===== src/rtl/conv_pkg.sv =====
// Shared definitions for the 1-D convolution engine: FSM states, memory map and cfg bits.
package conv_pkg;

  typedef enum logic [2:0] {
    StIdle,
    StCheck,
    StMac,
    StWrite,
    StDone
  } conv_state_e;

  localparam int unsigned AddrK      = 0;
  localparam int unsigned AddrN      = 1;
  localparam int unsigned AddrCfg    = 2;
  localparam int unsigned AddrKernel = 3;

  localparam int unsigned CfgStride2  = 0;
  localparam int unsigned CfgSaturate = 1;
  localparam int unsigned CfgRelu     = 2;

endpackage


===== src/rtl/conv_out_fifo.sv =====
// Result FIFO with first-word fall-through head and circular pointers.
module conv_out_fifo #(
  parameter int unsigned DATA_WIDTH = 8,
  parameter int unsigned OUT_DEPTH  = 16
) (
  input  logic                         clk,
  input  logic                         reset,
  input  logic                         push,
  input  logic [DATA_WIDTH-1:0]        push_data,
  input  logic                         pop,
  output logic [DATA_WIDTH-1:0]        head_data,
  output logic                         head_valid,
  output logic                         full,
  output logic [$clog2(OUT_DEPTH):0]   count
);

  localparam int unsigned PTR_W = (OUT_DEPTH > 1) ? $clog2(OUT_DEPTH) : 1;
  localparam int unsigned CNT_W = $clog2(OUT_DEPTH) + 1;

  logic [DATA_WIDTH-1:0] store [OUT_DEPTH];
  logic [PTR_W-1:0]      wr_ptr_q, wr_ptr_d, rd_ptr_q, rd_ptr_d;
  logic [CNT_W-1:0]      count_q, count_d;
  logic                  do_push, do_pop;

  assign full       = (count_q == CNT_W'(OUT_DEPTH));
  assign head_valid = (count_q != '0);
  assign head_data  = store[rd_ptr_q];
  assign count      = count_q;
  assign do_push    = push && !full;
  assign do_pop     = pop && head_valid;

  always_comb begin
    wr_ptr_d = wr_ptr_q;
    rd_ptr_d = rd_ptr_q;
    count_d  = count_q;
    if (do_push) begin
      wr_ptr_d = (wr_ptr_q == PTR_W'(OUT_DEPTH - 1)) ? '0 : wr_ptr_q + PTR_W'(1);
    end
    if (do_pop) begin
      rd_ptr_d = (rd_ptr_q == PTR_W'(OUT_DEPTH - 1)) ? '0 : rd_ptr_q + PTR_W'(1);
    end
    if (do_push && !do_pop) begin
      count_d = count_q + CNT_W'(1);
    end else if (do_pop && !do_push) begin
      count_d = count_q - CNT_W'(1);
    end
  end

  always_ff @(posedge clk) begin
    if (do_push) begin
      store[wr_ptr_q] <= push_data;
    end
  end

  always_ff @(posedge clk or posedge reset) begin
    if (reset) begin
      wr_ptr_q <= '0;
      rd_ptr_q <= '0;
      count_q  <= '0;
    end else begin
      wr_ptr_q <= wr_ptr_d;
      rd_ptr_q <= rd_ptr_d;
      count_q  <= count_d;
    end
  end

endmodule


===== src/rtl/conv1d_stream_engine.sv =====
// Valid-mode 1-D convolution over a shared memory image, one tap per cycle,
// results streamed through an output FIFO.
module conv1d_stream_engine
  import conv_pkg::*;
#(
  parameter int unsigned DATA_WIDTH  = 8,
  parameter int unsigned MAX_TAPS    = 16,
  parameter int unsigned BUFFER_SIZE = 64,
  parameter int unsigned OUT_DEPTH   = 16,
  parameter int unsigned OUT_SHIFT   = 0
) (
  input  logic                             clk,
  input  logic                             reset,
  input  logic                             mem_wr_en,
  input  logic [$clog2(BUFFER_SIZE)-1:0]   mem_wr_addr,
  input  logic [DATA_WIDTH-1:0]            mem_wr_data,
  input  logic                             start_conv,
  output logic                             busy,
  output logic                             conv_done,
  output logic                             conv_err,
  output logic                             conv_valid_led,
  output logic [DATA_WIDTH-1:0]            y_out,
  output logic [DATA_WIDTH-1:0]            out_data,
  output logic                             out_valid,
  input  logic                             out_read_en,
  output logic [$clog2(OUT_DEPTH):0]       out_count
);

  localparam int unsigned ADDR_W = $clog2(BUFFER_SIZE);
  localparam int unsigned ACC_W  = 2 * DATA_WIDTH + $clog2(MAX_TAPS);
  localparam int unsigned PROD_W = 2 * DATA_WIDTH;
  localparam logic signed [ACC_W-1:0] SatMax =
    {{(ACC_W - DATA_WIDTH + 1){1'b0}}, {(DATA_WIDTH - 1){1'b1}}};
  localparam logic signed [ACC_W-1:0] SatMin =
    {{(ACC_W - DATA_WIDTH + 1){1'b1}}, {(DATA_WIDTH - 1){1'b0}}};

  logic [DATA_WIDTH-1:0] mem [BUFFER_SIZE];

  conv_state_e             state_q, state_d;
  logic [ADDR_W-1:0]       k_q, k_d, last_tap_q, last_tap_d, last_idx_q, last_idx_d;
  logic [ADDR_W-1:0]       tap_q, tap_d, idx_q, idx_d;
  logic                    stride2_q, stride2_d, sat_q, sat_d, relu_q, relu_d;
  logic                    err_q, err_d, led_q;
  logic signed [ACC_W-1:0] acc_q, acc_d, shifted;
  logic [DATA_WIDTH-1:0]   y_q, result, coef, samp;
  logic [ADDR_W-1:0]       step, coef_addr, samp_addr;
  logic signed [PROD_W-1:0] coef_ext, samp_ext, prod;
  logic [31:0]             cfg_k, cfg_n, cfg_last_idx;
  logic [DATA_WIDTH-1:0]   cfg_word;
  logic                    cfg_bad, push, fifo_full;

  always_ff @(posedge clk) begin
    if (mem_wr_en && !busy && (32'(mem_wr_addr) < BUFFER_SIZE)) begin
      mem[mem_wr_addr] <= mem_wr_data;
    end
  end

  assign cfg_k    = 32'(mem[ADDR_W'(AddrK)]);
  assign cfg_n    = 32'(mem[ADDR_W'(AddrN)]);
  assign cfg_word = mem[ADDR_W'(AddrCfg)];
  assign cfg_bad  = (cfg_k == 0) || (cfg_k > MAX_TAPS) || (cfg_n < cfg_k) ||
                    (AddrKernel + cfg_k + cfg_n > BUFFER_SIZE);
  // Index of the last output: (N-K)/stride.
  assign cfg_last_idx = cfg_word[CfgStride2] ? ((cfg_n - cfg_k) >> 1) : (cfg_n - cfg_k);

  // Tap j of output i reads k[j] and x[s*i + K-1-j]; modular ADDR_W math is exact here.
  assign step      = stride2_q ? {idx_q[ADDR_W-2:0], 1'b0} : idx_q;
  assign coef_addr = ADDR_W'(AddrKernel) + tap_q;
  assign samp_addr = ADDR_W'(AddrKernel) + k_q + step + k_q - tap_q - ADDR_W'(1);
  assign coef      = mem[coef_addr];
  assign samp      = mem[samp_addr];
  assign coef_ext  = {{DATA_WIDTH{coef[DATA_WIDTH-1]}}, coef};
  assign samp_ext  = {{DATA_WIDTH{samp[DATA_WIDTH-1]}}, samp};
  assign prod      = coef_ext * samp_ext;

  always_comb begin
    shifted = acc_q >>> OUT_SHIFT;
    if (relu_q && shifted[ACC_W-1]) begin
      shifted = '0;
    end
    if (sat_q && (shifted > SatMax)) begin
      result = SatMax[DATA_WIDTH-1:0];
    end else if (sat_q && (shifted < SatMin)) begin
      result = SatMin[DATA_WIDTH-1:0];
    end else begin
      result = shifted[DATA_WIDTH-1:0];
    end
  end

  always_ff @(posedge clk or posedge reset) begin
    if (reset) begin
      state_q <= StIdle;
    end else begin
      state_q <= state_d;
    end
  end

  always_comb begin
    state_d = state_q;
    unique case (state_q)
      StIdle:  if (start_conv) state_d = StCheck;
      StCheck: state_d = cfg_bad ? StDone : StMac;
      StMac:   if (tap_q == last_tap_q) state_d = StWrite;
      StWrite: if (!fifo_full) state_d = (idx_q == last_idx_q) ? StDone : StMac;
      StDone:  if (start_conv) state_d = StCheck;
      default: state_d = StIdle;
    endcase
  end

  always_comb begin
    busy      = 1'b0;
    conv_done = 1'b0;
    push      = 1'b0;
    unique case (state_q)
      StCheck, StMac: busy = 1'b1;
      StWrite: begin
        busy = 1'b1;
        push = !fifo_full;
      end
      StDone:  conv_done = 1'b1;
      default: ;
    endcase
  end

  always_comb begin
    k_d        = k_q;
    last_tap_d = last_tap_q;
    last_idx_d = last_idx_q;
    tap_d      = tap_q;
    idx_d      = idx_q;
    acc_d      = acc_q;
    stride2_d  = stride2_q;
    sat_d      = sat_q;
    relu_d     = relu_q;
    err_d      = err_q;
    unique case (state_q)
      StIdle, StDone: if (start_conv) err_d = 1'b0;
      StCheck: begin
        err_d      = cfg_bad;
        k_d        = ADDR_W'(cfg_k);
        last_tap_d = ADDR_W'(cfg_k - 32'd1);
        last_idx_d = ADDR_W'(cfg_last_idx);
        stride2_d  = cfg_word[CfgStride2];
        sat_d      = cfg_word[CfgSaturate];
        relu_d     = cfg_word[CfgRelu];
        tap_d      = '0;
        idx_d      = '0;
        acc_d      = '0;
      end
      StMac: begin
        acc_d = acc_q + {{(ACC_W - PROD_W){prod[PROD_W-1]}}, prod};
        tap_d = (tap_q == last_tap_q) ? '0 : tap_q + ADDR_W'(1);
      end
      StWrite: begin
        if (push) begin
          idx_d = idx_q + ADDR_W'(1);
          acc_d = '0;
        end
      end
      default: ;
    endcase
  end

  always_ff @(posedge clk or posedge reset) begin
    if (reset) begin
      k_q        <= '0;
      last_tap_q <= '0;
      last_idx_q <= '0;
      tap_q      <= '0;
      idx_q      <= '0;
      acc_q      <= '0;
      stride2_q  <= 1'b0;
      sat_q      <= 1'b0;
      relu_q     <= 1'b0;
      err_q      <= 1'b0;
      led_q      <= 1'b0;
      y_q        <= '0;
    end else begin
      k_q        <= k_d;
      last_tap_q <= last_tap_d;
      last_idx_q <= last_idx_d;
      tap_q      <= tap_d;
      idx_q      <= idx_d;
      acc_q      <= acc_d;
      stride2_q  <= stride2_d;
      sat_q      <= sat_d;
      relu_q     <= relu_d;
      err_q      <= err_d;
      led_q      <= push;
      if (push) begin
        y_q <= result;
      end
    end
  end

  assign conv_err       = err_q;
  assign conv_valid_led = led_q;
  assign y_out          = y_q;

  conv_out_fifo #(
    .DATA_WIDTH(DATA_WIDTH),
    .OUT_DEPTH (OUT_DEPTH)
  ) u_out_fifo (
    .clk       (clk),
    .reset     (reset),
    .push      (push),
    .push_data (result),
    .pop       (out_read_en),
    .head_data (out_data),
    .head_valid(out_valid),
    .full      (fifo_full),
    .count     (out_count)
  );

endmodule


===== config.mk =====
export PLATFORM = sky130hd
export DESIGN_NAME = conv1d_stream_engine
export DESIGN_NICKNAME = d
export VERILOG_FILES = /design/src/rtl/conv_pkg.sv /design/src/rtl/conv_out_fifo.sv /design/src/rtl/conv1d_stream_engine.sv
export SDC_FILE = /design/constraint.sdc
export NUM_CORES = 1
export LEC_CHECK = 0
export BUFFER_PORTS_ARGS = -buffer_cell sky130_fd_sc_hd__buf_2
export CAP_MARGIN = 25
export CORE_AREA = 2 2 355 357
export DETAILED_ROUTE_END_ITERATION = 10
export DIE_AREA = 0 0 357 359
export GPL_TIMING_DRIVEN = 1
export SETUP_SLACK_MARGIN = 0.15
export SYNTH_ARGS = -nofsm -noshare
export SYNTH_HDL_FRONTEND = slang
export SYNTH_SLANG_ARGS = --single-unit

===== constraint.sdc =====
create_clock -name clk -period 8.2 [get_ports clk]
set_clock_uncertainty 0.1 [all_clocks]
set_input_delay 1.64 -clock clk [delete_from_list [all_inputs] [get_ports clk]]
set_output_delay 1.64 -clock clk [all_outputs]
set_load 0.03 [all_outputs]

== Word level (Yosys, flattened, before mapping) ==
Memories as Yosys holds them, arrays and structs flattened.
Cells that the tools add are included.
Operators by class
  equal/unequal tests: 13
  mux-type cells: 30
  multiply operators: 1
  order comparisons: 5
  reductions and logical operators: 29
  add/subtract/negate cells: 17
Operators with widths (count)
  $pmux W20 S3: 1
  $mux W20: 2
  $logic_not A32 Y1: 1
  $mux W6: 4
  $pmux W6 S2: 2
  $add A20 B20 Y20: 1
  $gt A20 B8 Y1 const B: 1
  $lt A20 B8 Y1 const B: 1
  $mul A8 B8 Y16: 1
  $mux W8: 2
  $mux W3: 5
  $add A2 B6 Y6 const A: 2
  $add A6 B1 Y6 const B: 2
  $add A6 B6 Y6: 2
  $eq A6 B6 Y1: 2
  $pmux W3 S4: 1
  $sub A6 B1 Y6 const B: 2
  $add A9 B8 Y10: 1
  $gt A10 B7 Y1 const B: 1
  $mux W5: 2
  $add A2 B8 Y9 const A: 1
  $add A4 B1 Y4 const B: 2
  $eq A4 B4 Y1 const B: 2
  $gt A8 B5 Y1 const B: 1
  other kinds (25): 53
Word-level totals
  memories: 2
  bits in registers: 79
  output and inout bits: 26
  bits in writable memories: 640
  word-level logic and storage cells: 113
  bits of input ports: 19
Memory list
  mem: depth 64, width 8, read ports 5, clocked after Yosys merged registers in 0, write ports 1, RTL line conv1d_stream_engine.sv:37  | logic [DATA_WIDTH-1:0] mem [BUFFER_SIZE];
  u_out_fifo.store: depth 16, width 8, read ports 1, clocked after Yosys merged registers in 0, write ports 1, RTL line conv_out_fifo.sv:20  | logic [DATA_WIDTH-1:0] store [OUT_DEPTH];

== Longest topological paths before layout ==
An unclocked memory read counts as a cell.
  depth after elaboration: 9
  depth in mapped cells: 40
  gate-level depth less buffers: 38

== By module ==
Synthesis repeated with hierarchy kept, for this count alone.
Second synthesis, totals
  cell total of the unflattened synthesis: 2236
  area, all modules: 37208.2 sq um
By module, submodules not included
  conv1d_stream_engine: times used 1, cells each 1902, area each 31355.1 sq um, sequential area each 17001.3 sq um
  conv_out_fifo: times used 1, cells each 334, area each 5853.1 sq um, sequential area each 4169.0 sq um

== Least setup slack after synthesis ==
Ideal clock, no wire load.
  kind: reg2reg
  start: reg stride2_q
  end: reg acc_q[19]
  cell stages (with the launch flop): 38
  buffers on the path: 4
  path slack: -0.703 ns
  data required time: 7.982 ns
  library setup time: 0.118 ns
  clock period less this slack: 8.903 ns
  data arrival time: 8.685 ns
  path through: dfrtp_1 buf_6 mux2_4 fa_1 buf_4 buf_4 buf_2 mux4_2 mux2i_1 a21oi_1 mux4_2 inv_1 nor2_1 fa_1 inv_1 fa_1 inv_1 fa_1 [2 not listed] inv_1 ha_1 a21oi_1 o21bai_1 a21oi_1 o21bai_1 a21oi_1 mux2i_1 nand3_1 ha_1 o21a_1 o21ai_0 nor3_1 a211oi_1 a21oi_1 xnor2_1 a21o_1 a21o_1
On the way
  cells in the longest elaborated chain, start to end: 9
Ends and longest elaborated chain
  from (decl): RTL line conv1d_stream_engine.sv:42  | logic stride2_q, stride2_d, sat_q, sat_d, relu_q, relu_d;
  from (signal assigned): RTL line conv1d_stream_engine.sv:185  | stride2_q <= stride2_d;
  $mux W6: RTL line conv1d_stream_engine.sv:67  | assign step = stride2_q ? {idx_q[ADDR_W-2:0], 1'b0} : idx_q;
  $add A6 B6 Y6 (2 in a row): RTL line conv1d_stream_engine.sv:69  | assign samp_addr = ADDR_W'(AddrKernel) + k_q + step + k_q - tap_q - ADDR_W'(1);
  $sub A6 B6 Y6: RTL line conv1d_stream_engine.sv:69
  $sub A6 B1 Y6: RTL line conv1d_stream_engine.sv:69
  $mem_v2 Z64 W8
  $mul A8 B8 Y16: RTL line conv1d_stream_engine.sv:74  | assign prod = coef_ext * samp_ext;
  $add A20 B20 Y20: RTL line conv1d_stream_engine.sv:151  | acc_d = acc_q + {{(ACC_W - PROD_W){prod[PROD_W-1]}}, prod};
  $pmux W20 S3: RTL line conv1d_stream_engine.sv:136  | unique case (state_q)
  to (signal assigned): RTL line conv1d_stream_engine.sv:171  | acc_q <= '0;
  to (signal assigned): RTL line conv1d_stream_engine.sv:184  | acc_q <= acc_d;
  to (decl): RTL line conv1d_stream_engine.sv:44  | logic signed [ACC_W-1:0] acc_q, acc_d, shifted;
No other way between the ends.
A chain may end at the register's enable or synchronous reset.

== Final worst setup path ==
  start: reg tap_q[1]
  end: reg acc_q[19]
On the way
  cells in the longest elaborated chain, start to end: 6
  elaborated cells between the ends (all ways): 7
  those cells by class: add/sub: 4; mul: 1; mux: 1; memory: 1
Ends and longest elaborated chain
  from (decl): RTL line conv1d_stream_engine.sv:41  | logic [ADDR_W-1:0] tap_q, tap_d, idx_q, idx_d;
  from (signal assigned): RTL line conv1d_stream_engine.sv:182  | tap_q <= tap_d;
  $sub A6 B6 Y6: RTL line conv1d_stream_engine.sv:69
  $sub A6 B1 Y6: RTL line conv1d_stream_engine.sv:69
  $mem_v2 Z64 W8 *
  $mul A8 B8 Y16 *: RTL line conv1d_stream_engine.sv:74
  $add A20 B20 Y20 *: RTL line conv1d_stream_engine.sv:151
  $pmux W20 S3 *: RTL line conv1d_stream_engine.sv:136
Every way passes the cells marked *; elsewhere a longest branch is shown, timed or not.

==> results.toml <==
[clock_tree]
path_clk_slew_ns = 0.06
cts_max_path_buffers = 3
hold_buffers = 0
h-tree-depth = 3
numClockSinks = 718
clock_latency_ns = 0.66
cts_tree = "done"
cts_root_buffer = "clkbuf_16"
cts_buffers = 77

[placement]
io_buffers = 44
post-dp-hpwl_microns = 66200
gp_congestion = 0.840

[global_route]
grt_pass1_wl_microns = 146000
antenna_found_initial = 2
grt_pass1_vias = 22300
grt_start_max_net_pins = 76
grt_overflow_total = 0
track_usage_pct = 15.1

[final_layout]
num-fill-cells = 11800
drive_gt1_share_pct = 36.8
final_net_count = 2752
syn_to_final_growth_pct = 21.5

[floorplanning]
io_pins = 45
core_area_sq_mm = 0.125
core.rowCount = 130
die_x_microns = 357
floorplan.initialDensity_pct = 29.8
die_h_microns = 359
dieArea_sq_mm = 0.128

[sta]
rsz0062_at_grt = "yes"
fin_crit_sh_pct = 106
setup_viol = 8
slew-limit-headroom_pct = 28.3
report.final.slew_viol_count = 0
tightest_slew_ns = 1.07
hold_ws_ns = 0.402
hold_viol = 0
period_minus_slack_ns = 8.72
layout_setup_ws_ns = -0.524
fmax_mhz = 115

[setup_path]
timing.rr.start = "tap_q[1]"
r2r-end = "acc_q[19]"
cp_data_arrival_time_ns = 9.18
start_kind = "register"
r2r_cells = 37
r2r_setup_slack_ns = -0.52
crit_slowest_cell = "fa_4"
crit_family = "adder cells"
cp-end-kind = "register"
worstPathMaxFanout = 7
critical_path_buf_inv_count = 8
cp_common_cell = "buf_12"
critPathRequiredTime_ns = 8.65
cpPeakStageDelay_ns = 0.90
criticalPathCategory = "register to register"

[flow_run]
cap_violations = 0

[routing]
wl_per_cell_microns = 22.5
routed_via_density = 5.06
totalWireLength_microns = 96400
initialDrtViolationCount = 2129
num_vias = 21700
ant_nets = 0
drc = 0
drt-pass1-iter-count = 6

[synth]
synth_enable_flop_cells = 640
avgSynthCellArea_sq_um = 16.4
synth_top_area_cell = "edfxtp_1"
synth.most_common_cell = "edfxtp_1"
synth_ff_type = "edfxtp_1"
yosysSeqAreaShare_pct = 57.0
synthTopCellsByCount = "edfxtp_1, mux4_2, nor2_1"
ys_async_sr_fraction_pct = 10.9
synthesis.nets = 2441
synthTopCellsByArea = "edfxtp_1, mux4_2, dfrtp_1, fa_1, ha_1"
synth.distinct_cells = 66
postSynthCellCount = 2267
netlist_area_sq_mm = 0.0371
synth_seq_cells = 718
yosys_warnings = 0
synth_top_area_share_pct = 51.7

[hold_path]
min_path_type = "register to register"
min-delay-start = "y_out[4]"
whs_endpoint = "y_out[4]"
holdPathStages = 1

[run_status]
violations = "setup timing"
outcome = "finished, violations left"
-- registers in the layout, summed over array words and instances (netlist names) --
name                 cells
tap_q                    6
relu_q                   1
sat_q                    1
conv_err                 1
u_out_fifo.count         5
idx_q                    6
mem                    512
u_out_fifo.rd_ptr_q      4
conv_valid_led           1
acc_q                   20
k_q                      5
state_q                  3
u_out_fifo.store       128
y_out                    8
last_idx_q               6
last_tap_q               6
stride2_q                1
u_out_fifo.wr_ptr_q      4
-- layer usage --
layer | wire length [microns] | global-route usage (%) | up-vias
met3 | 5910 | 2.71 | 158
met1 | 41600 | 20.8 | 11300
met4 | 3180 | 5.01 | 0
met5 | 0 | 0 | -
met2 | 45700 | 24.1 | 712
li1 | - | - | 9536
-- worst max path at each step --
stage	slack [ns]	startpoint	cells after the start	to
floorplan	0.1	tap_q[1]	37	acc_q[19]
global placement	-0.69	stride2_q	37	acc_q[19]
detailed placement	-0.76	stride2_q	37	acc_q[19]
CTS	-0.45	tap_q[1]	39	acc_q[19]
global route	-0.79	tap_q[1]	38	acc_q[19]
finish	-0.52	tap_q[1]	37	acc_q[19]
-- layout make-up --
| type | count | area [sq um] | share of cell area (%) |
|---|---|---|---|
| multi-input cells | 1282 | 15500 | 34.4 |
| clock inverters | 45 | 593 | 1.31 |
| clock buffers | 97 | 2040 | 4.53 |
| diodes | 1 | 2.50 | 0.00554 |
| well taps | 1650 | 2060 | 4.57 |
| repair buffers | 351 | 3190 | 7.07 |
| inverters | 148 | 559 | 1.24 |
| flip-flops and latches | 718 | 21200 | 46.9 |
-- cell usage in the layout, fill, tap and decap left out, drive strengths merged, types with 78 or more instances in the layout --
| master | n |
|---|---|
| dfrtp | 78 |
| clkbuf | 98 |
| nand2 | 97 |
| inv | 150 |
| mux4 | 335 |
| nor2 | 159 |
| buf | 349 |
| o21ai | 82 |
| ha | 91 |
| edfxtp | 640 |
-- per-stage QoR --
stage	instance area (sq um)	utilization (%)	instances	setup slack, ns	TNS [ns]
after global routing	45100	36.2	4291	-0.786	-4.64
after global placement	41300	33.2	4092	-0.689	-3.87
after detailed placement	41400	33.2	4098	-0.758	-4.51
final	45100	36.2	4292	-0.524	-2.57
after floorplan	37400	-	2267	0.0974	0
after CTS	44800	35.9	4274	-0.452	-1.63
-- timing repair --
action / CTS / global route
pin swaps: 63 / 44
setup buffers: 29 / 12
setup endpoints to repair: 10 / 10
resized for setup: 97 / 51
gates cloned: 5 / 0
-- cell families after synthesis --
logic type	synth area share [%]
simple gates	4.67
flops	57.0
xor+xnor	1.77
buf+inv	3.03
fa+ha+maj	6.51
mux	22.8
compound gates	4.19
Power is left out: the tool's default activity adds up to more than one toggle a clock period on the data nets, which glitch-free logic cannot reach.
